===== src/rtl/multicycle_rv32_core.sv =====
// Multi-cycle RV32I/RV32E integer core with a unified req/ready memory bus.
// Each instruction steps FETCH -> DECODE -> EXECUTE -> (MEM) -> WRITEBACK.
// Optional build macro RV_ILLEGAL_TRAP_EN: illegal instructions halt the core
// in TRAP instead of retiring as a NOP.
module multicycle_rv32_core #(
    parameter logic [31:0] RESET_PC = 32'h0000_0000,
    parameter int unsigned NUM_REGS = 32
) (
    input  logic        clk,
    input  logic        reset,
    output logic        mem_req,
    output logic        mem_we,
    output logic [31:0] mem_addr,
    output logic [31:0] mem_wdata,
    input  logic        mem_ready,
    input  logic [31:0] mem_rdata,
    output logic [31:0] pc,
    output logic        retire,
    output logic        trap
);

    localparam int unsigned RW = (NUM_REGS > 1) ? $clog2(NUM_REGS) : 1;

    localparam logic [6:0] OP_OP     = 7'b0110011;
    localparam logic [6:0] OP_IMM    = 7'b0010011;
    localparam logic [6:0] OP_LOAD   = 7'b0000011;
    localparam logic [6:0] OP_STORE  = 7'b0100011;
    localparam logic [6:0] OP_BRANCH = 7'b1100011;
    localparam logic [6:0] OP_JAL    = 7'b1101111;
    localparam logic [6:0] OP_JALR   = 7'b1100111;
    localparam logic [6:0] OP_LUI    = 7'b0110111;
    localparam logic [6:0] OP_AUIPC  = 7'b0010111;
    localparam logic [6:0] OP_FENCE  = 7'b0001111;

    typedef enum logic [2:0] {S_FETCH, S_DECODE, S_EXECUTE, S_MEM, S_WB, S_TRAP} state_t;

    state_t      state_q;
    logic [31:0] pc_q, ir_q, rs1v_q, rs2v_q, imm_q, result_q, npc_q;
    logic        illegal_q;
    logic        mem_req_q, mem_we_q, retire_q;
    logic [31:0] mem_addr_q, mem_wdata_q;
    logic [31:0] rf_q [NUM_REGS];

    logic [6:0]  opcode, f7;
    logic [4:0]  rd_idx, rs1_idx, rs2_idx;
    logic [2:0]  f3;
    logic [31:0] imm_d, rs1_val, rs2_val, alu_d, result_d, npc_d, npc_raw, op_b, ea;
    logic        illegal_d, use_rd, use_rs1, use_rs2, taken, wb_en;

    assign opcode  = ir_q[6:0];
    assign rd_idx  = ir_q[11:7];
    assign f3      = ir_q[14:12];
    assign rs1_idx = ir_q[19:15];
    assign rs2_idx = ir_q[24:20];
    assign f7      = ir_q[31:25];

    assign rs1_val = (rs1_idx != 5'd0 && 32'(rs1_idx) < NUM_REGS) ? rf_q[rs1_idx[RW-1:0]] : '0;
    assign rs2_val = (rs2_idx != 5'd0 && 32'(rs2_idx) < NUM_REGS) ? rf_q[rs2_idx[RW-1:0]] : '0;

    // Immediate extraction for every encoding format, sign-extended
    always_comb begin
        imm_d = '0;
        case (opcode)
            OP_IMM, OP_LOAD, OP_JALR: imm_d = {{20{ir_q[31]}}, ir_q[31:20]};
            OP_STORE:                 imm_d = {{20{ir_q[31]}}, ir_q[31:25], ir_q[11:7]};
            OP_BRANCH:                imm_d = {{19{ir_q[31]}}, ir_q[31], ir_q[7], ir_q[30:25], ir_q[11:8], 1'b0};
            OP_LUI, OP_AUIPC:         imm_d = {ir_q[31:12], 12'h000};
            OP_JAL:                   imm_d = {{11{ir_q[31]}}, ir_q[31], ir_q[19:12], ir_q[20], ir_q[30:21], 1'b0};
            default:                  imm_d = '0;
        endcase
    end

    // Legality check: supported opcode/funct combinations and register indices in range
    always_comb begin
        illegal_d = 1'b0;
        use_rd    = 1'b0;
        use_rs1   = 1'b0;
        use_rs2   = 1'b0;
        case (opcode)
            OP_OP: begin
                {use_rd, use_rs1, use_rs2} = 3'b111;
                if (!(f7 == 7'b0000000 || (f7 == 7'b0100000 && (f3 == 3'b000 || f3 == 3'b101))))
                    illegal_d = 1'b1;
            end
            OP_IMM: begin
                {use_rd, use_rs1} = 2'b11;
                if (f3 == 3'b001 && f7 != 7'b0000000) illegal_d = 1'b1;
                if (f3 == 3'b101 && f7 != 7'b0000000 && f7 != 7'b0100000) illegal_d = 1'b1;
            end
            OP_LOAD: begin
                {use_rd, use_rs1} = 2'b11;
                illegal_d = (f3 != 3'b010);
            end
            OP_STORE: begin
                {use_rs1, use_rs2} = 2'b11;
                illegal_d = (f3 != 3'b010);
            end
            OP_BRANCH: begin
                {use_rs1, use_rs2} = 2'b11;
                illegal_d = (f3 == 3'b010 || f3 == 3'b011);
            end
            OP_JAL:           use_rd = 1'b1;
            OP_JALR: begin
                {use_rd, use_rs1} = 2'b11;
                illegal_d = (f3 != 3'b000);
            end
            OP_LUI, OP_AUIPC: use_rd = 1'b1;
            OP_FENCE:         illegal_d = 1'b0;
            default:          illegal_d = 1'b1;
        endcase
        if (use_rd  && 32'(rd_idx)  >= NUM_REGS) illegal_d = 1'b1;
        if (use_rs1 && 32'(rs1_idx) >= NUM_REGS) illegal_d = 1'b1;
        if (use_rs2 && 32'(rs2_idx) >= NUM_REGS) illegal_d = 1'b1;
    end

    // ALU, branch compare, writeback value and next-PC from the latched operands
    always_comb begin
        op_b  = (opcode == OP_OP) ? rs2v_q : imm_q;
        alu_d = '0;
        case (f3)
            3'b000: alu_d = (opcode == OP_OP && f7[5]) ? rs1v_q - op_b : rs1v_q + op_b;
            3'b001: alu_d = rs1v_q << op_b[4:0];
            3'b010: alu_d = {31'b0, $signed(rs1v_q) < $signed(op_b)};
            3'b011: alu_d = {31'b0, rs1v_q < op_b};
            3'b100: alu_d = rs1v_q ^ op_b;
            3'b101: alu_d = f7[5] ? 32'($signed(rs1v_q) >>> op_b[4:0]) : rs1v_q >> op_b[4:0];
            3'b110: alu_d = rs1v_q | op_b;
            default: alu_d = rs1v_q & op_b;
        endcase

        case (f3)
            3'b000:  taken = (rs1v_q == rs2v_q);
            3'b001:  taken = (rs1v_q != rs2v_q);
            3'b100:  taken = ($signed(rs1v_q) < $signed(rs2v_q));
            3'b101:  taken = ($signed(rs1v_q) >= $signed(rs2v_q));
            3'b110:  taken = (rs1v_q < rs2v_q);
            3'b111:  taken = (rs1v_q >= rs2v_q);
            default: taken = 1'b0;
        endcase

        case (opcode)
            OP_LUI:          result_d = imm_q;
            OP_AUIPC:        result_d = pc_q + imm_q;
            OP_JAL, OP_JALR: result_d = pc_q + 32'd4;
            default:         result_d = alu_d;
        endcase

        ea      = rs1v_q + imm_q;
        npc_raw = pc_q + 32'd4;
        if (!illegal_q) begin
            if (opcode == OP_JAL || (opcode == OP_BRANCH && taken)) npc_raw = pc_q + imm_q;
            else if (opcode == OP_JALR)                             npc_raw = ea & ~32'd1;
        end
        npc_d = {npc_raw[31:2], 2'b00};

        wb_en = !illegal_q && rd_idx != 5'd0 &&
                (opcode == OP_OP || opcode == OP_IMM || opcode == OP_LOAD || opcode == OP_JAL ||
                 opcode == OP_JALR || opcode == OP_LUI || opcode == OP_AUIPC);
    end

`ifdef RV_ILLEGAL_TRAP_EN
    logic trap_q;
    assign trap = trap_q;
`else
    assign trap = 1'b0;
`endif

    // Instruction sequencer: owns pc, register file and all registered bus outputs
    always_ff @(posedge clk or posedge reset) begin
        if (reset) begin
            state_q     <= S_FETCH;
            pc_q        <= RESET_PC;
            ir_q        <= '0;
            rs1v_q      <= '0;
            rs2v_q      <= '0;
            imm_q       <= '0;
            result_q    <= '0;
            npc_q       <= '0;
            illegal_q   <= 1'b0;
            mem_req_q   <= 1'b0;
            mem_we_q    <= 1'b0;
            mem_addr_q  <= '0;
            mem_wdata_q <= '0;
            retire_q    <= 1'b0;
            rf_q        <= '{default: '0};
`ifdef RV_ILLEGAL_TRAP_EN
            trap_q      <= 1'b0;
`endif
        end else begin
            case (state_q)
                S_FETCH: begin
                    // First fetch after reset raises the request here; later fetches
                    // arrive with it already raised by WRITEBACK.
                    if (!mem_req_q) begin
                        mem_req_q  <= 1'b1;
                        mem_we_q   <= 1'b0;
                        mem_addr_q <= pc_q;
                    end else if (mem_ready) begin
                        ir_q      <= mem_rdata;
                        mem_req_q <= 1'b0;
                        state_q   <= S_DECODE;
                    end
                end
                S_DECODE: begin
                    rs1v_q    <= rs1_val;
                    rs2v_q    <= rs2_val;
                    imm_q     <= imm_d;
                    illegal_q <= illegal_d;
`ifdef RV_ILLEGAL_TRAP_EN
                    if (illegal_d) begin
                        trap_q  <= 1'b1;
                        state_q <= S_TRAP;
                    end else begin
                        state_q <= S_EXECUTE;
                    end
`else
                    state_q <= S_EXECUTE;
`endif
                end
                S_EXECUTE: begin
                    result_q <= result_d;
                    npc_q    <= npc_d;
                    if (!illegal_q && (opcode == OP_LOAD || opcode == OP_STORE)) begin
                        mem_req_q  <= 1'b1;
                        mem_we_q   <= (opcode == OP_STORE);
                        mem_addr_q <= {ea[31:2], 2'b00};
                        if (opcode == OP_STORE) mem_wdata_q <= rs2v_q;
                        state_q    <= S_MEM;
                    end else begin
                        retire_q <= 1'b1;
                        state_q  <= S_WB;
                    end
                end
                S_MEM: begin
                    if (mem_ready) begin
                        mem_req_q <= 1'b0;
                        mem_we_q  <= 1'b0;
                        if (!mem_we_q) result_q <= mem_rdata;
                        retire_q  <= 1'b1;
                        state_q   <= S_WB;
                    end
                end
                S_WB: begin
                    retire_q   <= 1'b0;
                    if (wb_en) rf_q[rd_idx[RW-1:0]] <= result_q;
                    pc_q       <= npc_q;
                    mem_req_q  <= 1'b1;
                    mem_we_q   <= 1'b0;
                    mem_addr_q <= npc_q;
                    state_q    <= S_FETCH;
                end
                default: begin
                    mem_req_q <= 1'b0;
                    retire_q  <= 1'b0;
                end
            endcase
        end
    end

    assign mem_req   = mem_req_q;
    assign mem_we    = mem_we_q;
    assign mem_addr  = mem_addr_q;
    assign mem_wdata = mem_wdata_q;
    assign pc        = pc_q;
    assign retire    = retire_q;

endmodule

===== config.mk =====
export PLATFORM = sky130hd
export DESIGN_NAME = multicycle_rv32_core
export DESIGN_NICKNAME = d
export VERILOG_FILES = /design/src/rtl/multicycle_rv32_core.sv
export SDC_FILE = /design/constraint.sdc
export NUM_CORES = 2
export LEC_CHECK = 0
export ABC_AREA = 1
export CAP_MARGIN = 10
export CORE_MARGIN = 2
export CORE_UTILIZATION = 30
export DETAILED_ROUTE_END_ITERATION = 7
export SYNTH_ARGS = -nofsm -noshare
export SYNTH_HDL_FRONTEND = slang
export SYNTH_SLANG_ARGS = --single-unit

===== constraint.sdc =====
create_clock -name clk -period 70.7 [get_ports clk]
set_input_delay 10.605 -clock clk [delete_from_list [all_inputs] [get_ports clk]]
set_output_delay 10.605 -clock clk [all_outputs]
set_load 0.02 [all_outputs]

After elaboration in Yosys (flattened, before gate mapping)
Index checks and enable logic that the tools add are counted.
{"block": "op_classes", "add_sub_neg": 5, "n_lt_le_gt_ge": 10, "eq_ne": 33, "n_shift": 3, "muxes": 47, "bitwise_logic": 8, "reduce_logical": 49}
{"op": "$bwmux 1024", "count": 1}
{"op": "$mux 32", "count": 17}
{"op": "$bmux 32 s5", "count": 2}
{"op": "$pmux 32 s7", "count": 1}
{"op": "$pmux 32 s3", "count": 2}
{"op": "$demux 32 s5", "count": 1}
{"op": "$pmux 32 s5", "count": 1}
{"op": "$lt 32x32->1", "count": 4}
{"op": "$add 32x32->32", "count": 3}
{"op": "$ge 32x32->1", "count": 2}
{"op": "$pmux 32 s2", "count": 1}
{"op": "$add 32x3->32 const B", "count": 1}
{"op": "$and 32x32->32", "count": 1}
{"op": "$eq 32x32->1", "count": 1}
{"op": "$ne 32x32->1", "count": 1}
{"op": "$or 32x32->32", "count": 1}
{"op": "$shl 32x5->32", "count": 1}
{"op": "$shr 32x5->32", "count": 1}
{"op": "$sshr 32x5->32", "count": 1}
{"op": "$sub 32x32->32", "count": 1}
{"op": "$xor 32x32->32", "count": 1}
{"op": "$eq 7x6->1 const B", "count": 4}
{"op": "$eq 7x7->1 const B", "count": 3}
{"op": "$reduce_bool 5->1", "count": 4}
{"op": "other kinds (35)", "count": 99}
{"block": "word_totals", "reg_bits": 1315, "in_bits": 35}

Longest topological paths before layout
{"block": "depth", "depth_word": 9, "depth_mapped": 29, "depth_no_buf": 27}

Worst setup path before layout
OpenSTA, ideal clock, no wires.
{"block": "synth_timing", "kind": "input -> register", "startpoint": "input port mem_ready", "endpoint": "register result_q[14]", "arrival_ns": 11.810, "required_ns": 70.582, "slack_ns": 58.772, "stages": 5, "n_path_buf": 1, "path_cell_list": "a31oi_1 > clkinv_1 > clkbuf_1 > nand3_1 > nand2_1"}
{"block": "synth_via", "elab_chain_cells": 2}
{"element": "start: declaration", "line": "15", "rtl": "input logic mem_ready,"}
{"element": "$ne 2x2->1 (no source line)"}
{"element": "$reduce_and 3->1 (no source line)"}
{"element": "end signal: assignment", "line": "221", "rtl": "result_q <= result_d;"}
{"element": "end signal: assignment", "line": "238", "rtl": "if (!mem_we_q) result_q <= mem_rdata;"}
{"element": "end: declaration", "line": "38", "rtl": "logic [31:0] pc_q, ir_q, rs1v_q, rs2v_q, imm_q, result_q, npc_q;"}
No other way between the ends.
A chain may end at the register's enable or synchronous reset.

==> impl_metrics.tcl <==
set metrics [dict create \
    clk_path_buf_depth 3 \
    drcViolationCount 0 \
    syn_area_sq_mm 0.0818 \
    final_cell_mix "nand2_1 (2647), o21ai_0 (2072), dfrtp_1 (1303), nand3_1 (907), inv_1 (894)" \
    dieArea_sq_mm 0.277 \
    syn_avg_cell_area_sq_um 7.04 \
    final_hold_viol_count 0 \
    p_sw_share_pct 22.8 \
    grt_max_degree 194 \
    grt_setup_unrepaired "no" \
    setup_viol 0 \
    dp_hpwl_mm 255 \
    cp.required_ns 71.50 \
    drt_iter0_markers 12400 \
    postCtsSetupRepairBufs 0 \
    grtUsageTotal_pct 27.3 \
    regToRegEndpoint "result_q[9]$_DFFE_PP0P_" \
    ys_ff_latch 1313 \
    cp_max_fo 171 \
    hold_class "reg2reg" \
    drv_slew 0 \
    setup_tns_ns 0 \
    critPathCapture "rf_q[830]$_DFFE_PP0P_" \
    numCtsBuffers 152 \
    rows 191 \
    gp_congestion 1.05 \
    endpoint_kind "asynchronous set/reset pin" \
    yosysUniqueCellTypes 65 \
    comb_power_share_pct 1.2 \
    clkSlewWorstSetupHoldPaths_ns 0.06 \
    max_cap_viol_count 0 \
    antenna_found_initial 27 \
    cts-htree-levels 4 \
    slew_headroom_pct 9.10 \
    synthArstFlopShare_pct 100 \
    cts.repair.resized 0 \
    mostFrequentLayoutCell "nand2_1" \
    worstMarginPinSlew_ns 1.35 \
    grt_pass1_wl_mm 561 \
    core_area_sq_mm 0.271 \
    drtPass1Iterations 7 \
    drive_gt1_share_pct 4.78 \
    routedWlPerCell_um 26.3 \
    grt_pass1_vias 77300 \
    finalCritPeriodShare_pct 21.4 \
    status "completed" \
    dieHeight_um 526 \
    nets 11400 \
    cts_root_buf "clkbuf_16" \
    finalCriticalPeriod_ns 15.13 \
    dieWidth_um 526 \
    critPathLaunch "reset" \
    finalClockSkew_ns 0.0401 \
    pwr-share-seq_pct 46.5 \
    wirelength_mm 390 \
    power_density_mw_per_mm2 17.8 \
    hold_buffers 0 \
    start_util_pct 30.2 \
    reg2reg_from "ir_q[3]$_DFFE_PP0P_" \
    insertion_delay_ns 0.83 \
    synth-edff-count 0 \
    ff2ff_path_depth 16 \
    cts_tree "yes" \
    synth-seq-area-share_pct 40.1 \
    num_vias 85300 \
    instances_no_fill 14900 \
    avgViaCountPerCell 5.74 \
    placed_area_sq_mm 0.0856 \
    cp-start-kind "primary input" \
    port_buffers 129 \
    power.leakage_nw 38.6 \
    dpl.cell_count 14600 \
    ys.flop_type "dfrtp_1" \
    power_frac_clock_pct 52.3 \
    drt.antenna.violating_nets 0 \
    rrSetupSlack_ns 64.71 \
    grt-ovfl-total 0 \
    utilization_pct 33.6 \
    ir_drop_mv 0.0165 \
    crit_arrival_ns 15.93 \
    cts.sinks 1313 \
    yosys_warnings 0 \
    fmax_ghz 0.0661 \
    power_switching_mw 0.368 \
    ioPinCount 135 \
    area_delta_synth_final_pct 11.1 \
    netlist_instances 11600 \
    final_cell_area_sq_mm 0.0909 \
    p_int_mw 1.25 \
    worstSetupPathType "in2async" \
]
==> power groups by stage <==
stage / Sequential [mW] / Combinational, mW / Clock [mW]
floorplan: 0.767 / 0.0117 / 0
global placement: 0.765 / 0.0201 / 0
detailed placement: 0.765 / 0.0201 / 0
CTS: 0.751 / 0.0201 / 0.852
global route: 0.751 / 0.0222 / 0.884
finish: 0.752 / 0.0191 / 0.845
==> metal layers <==
layer / GRT usage [%] / wire (um) / share of wire, % / up-vias
met5: 0 / 119 / 0.030 / -
met4: 14.2 / 23300 / 6.0 / 20
met3: 6.15 / 41100 / 11 / 990
met2: 40.7 / 167000 / 43 / 4929
met1: 36.8 / 159000 / 41 / 41000
li1: - / - / - / 38300
==> sequential cells by signal (all words and copies together), names as in the netlist <==
signal	count
result_q	32
imm_q	32
rf_q	1024
mem_wdata	32
mem_req	1
ir_q	32
rs2v_q	32
pc	30
state_q	3
rs1v_q	32
mem_addr	30
retire	1
npc_q	30
illegal_q	1
mem_we	1
==> logic make-up (layout without fill, tap and decap cells) <==
logic type / count (synthesis) / in the layout / synth area share, %
other: 1 / 17 / 0.00458
xor gates and xnor gates: 76 / 76 / 0.813
AOI/OAI and AO/OA: 3756 / 3756 / 24.8
buffers and inverters: 1866 / 1507 / 8.71
adders and majority gates: 185 / 185 / 2.85
muxes: 4 / 4 / 0.0504
and+or+nand+nor: 4423 / 4423 / 22.6
DFF: 1313 / 1313 / 40.1
==> synth_stat cells (all sizes together) (11+ instances only) <==
cell type / instances / share of area, %
nand3: 909 / 5.6
o221ai: 72 / 0.77
o211ai: 313 / 2.9
nand3b: 11 / 0.11
xnor2: 18 / 0.19
o21a: 13 / 0.12
a21oi: 771 / 4.7
o21ai: 2389 / 15
or2: 24 / 0.18
buf: 164 / 0.90
a211oi: 35 / 0.32
xor2: 58 / 0.62
nor2: 617 / 2.9
o21bai: 12 / 0.11
clkbuf: 779 / 3.6
nand4: 112 / 1.0
nand2: 2667 / 12
nor4: 16 / 0.12
nor3: 62 / 0.39
a31oi: 15 / 0.11
inv: 914 / 4.2
dfrtp: 1313 / 40
ha: 183 / 2.8
o22ai: 94 / 0.72
==> worst min-delay path by stage <==
| stage | start | end | slack, ns | cells past startpoint |
|---|---|---|---|---|
| 2_1_floorplan | rf_q[1007]$_DFFE_PP0P_ | rf_q[1007]$_DFFE_PP0P_ | 0.43 | 1 |
| 3_3_place_gp | rf_q[993]$_DFFE_PP0P_ | rf_q[993]$_DFFE_PP0P_ | 0.37 | 0 |
| 3_5_place_dp | rf_q[1007]$_DFFE_PP0P_ | rf_q[1007]$_DFFE_PP0P_ | 0.37 | 0 |
| 4_1_cts | rf_q[1014]$_DFFE_PP0P_ | rf_q[1014]$_DFFE_PP0P_ | 0.38 | 0 |
| 5_1_grt | rf_q[993]$_DFFE_PP0P_ | rf_q[993]$_DFFE_PP0P_ | 0.39 | 0 |
| 6_report | rf_q[1014]$_DFFE_PP0P_ | rf_q[1014]$_DFFE_PP0P_ | 0.38 | 0 |
==> through the flow <==
step	hold slack, ns	setup slack [ns]	power, mW
after floorplan	0.429	23.08	0.779
after global placement	0.367	54.65	0.785
after detailed placement	0.368	54.61	0.785
after CTS	0.384	55.47	1.62
after global routing	0.390	54.93	1.66
final	0.381	55.57	1.62
==> worst max-delay path, stage by stage <==
cell	delay (ns)
clkdlybuf4s50_1	0.49
inv_8	0.43
buf_4	0.69
buf_12	0.56
buf_4	0.86
buf_12	0.77
buf_4	0.88
==> final cells by class <==
type                    instances  area [sq um]
multi-input cells            8449         42100
diodes                         12          30.0
inverters                     923          3490
flip-flops and latches       1313         32900
well taps                    3570          4470
clock inverters                53           764
clock buffers                 226          4520
repair buffers                305          2700
fillers                     29400        180000
(Power assumes the default switching activity.)
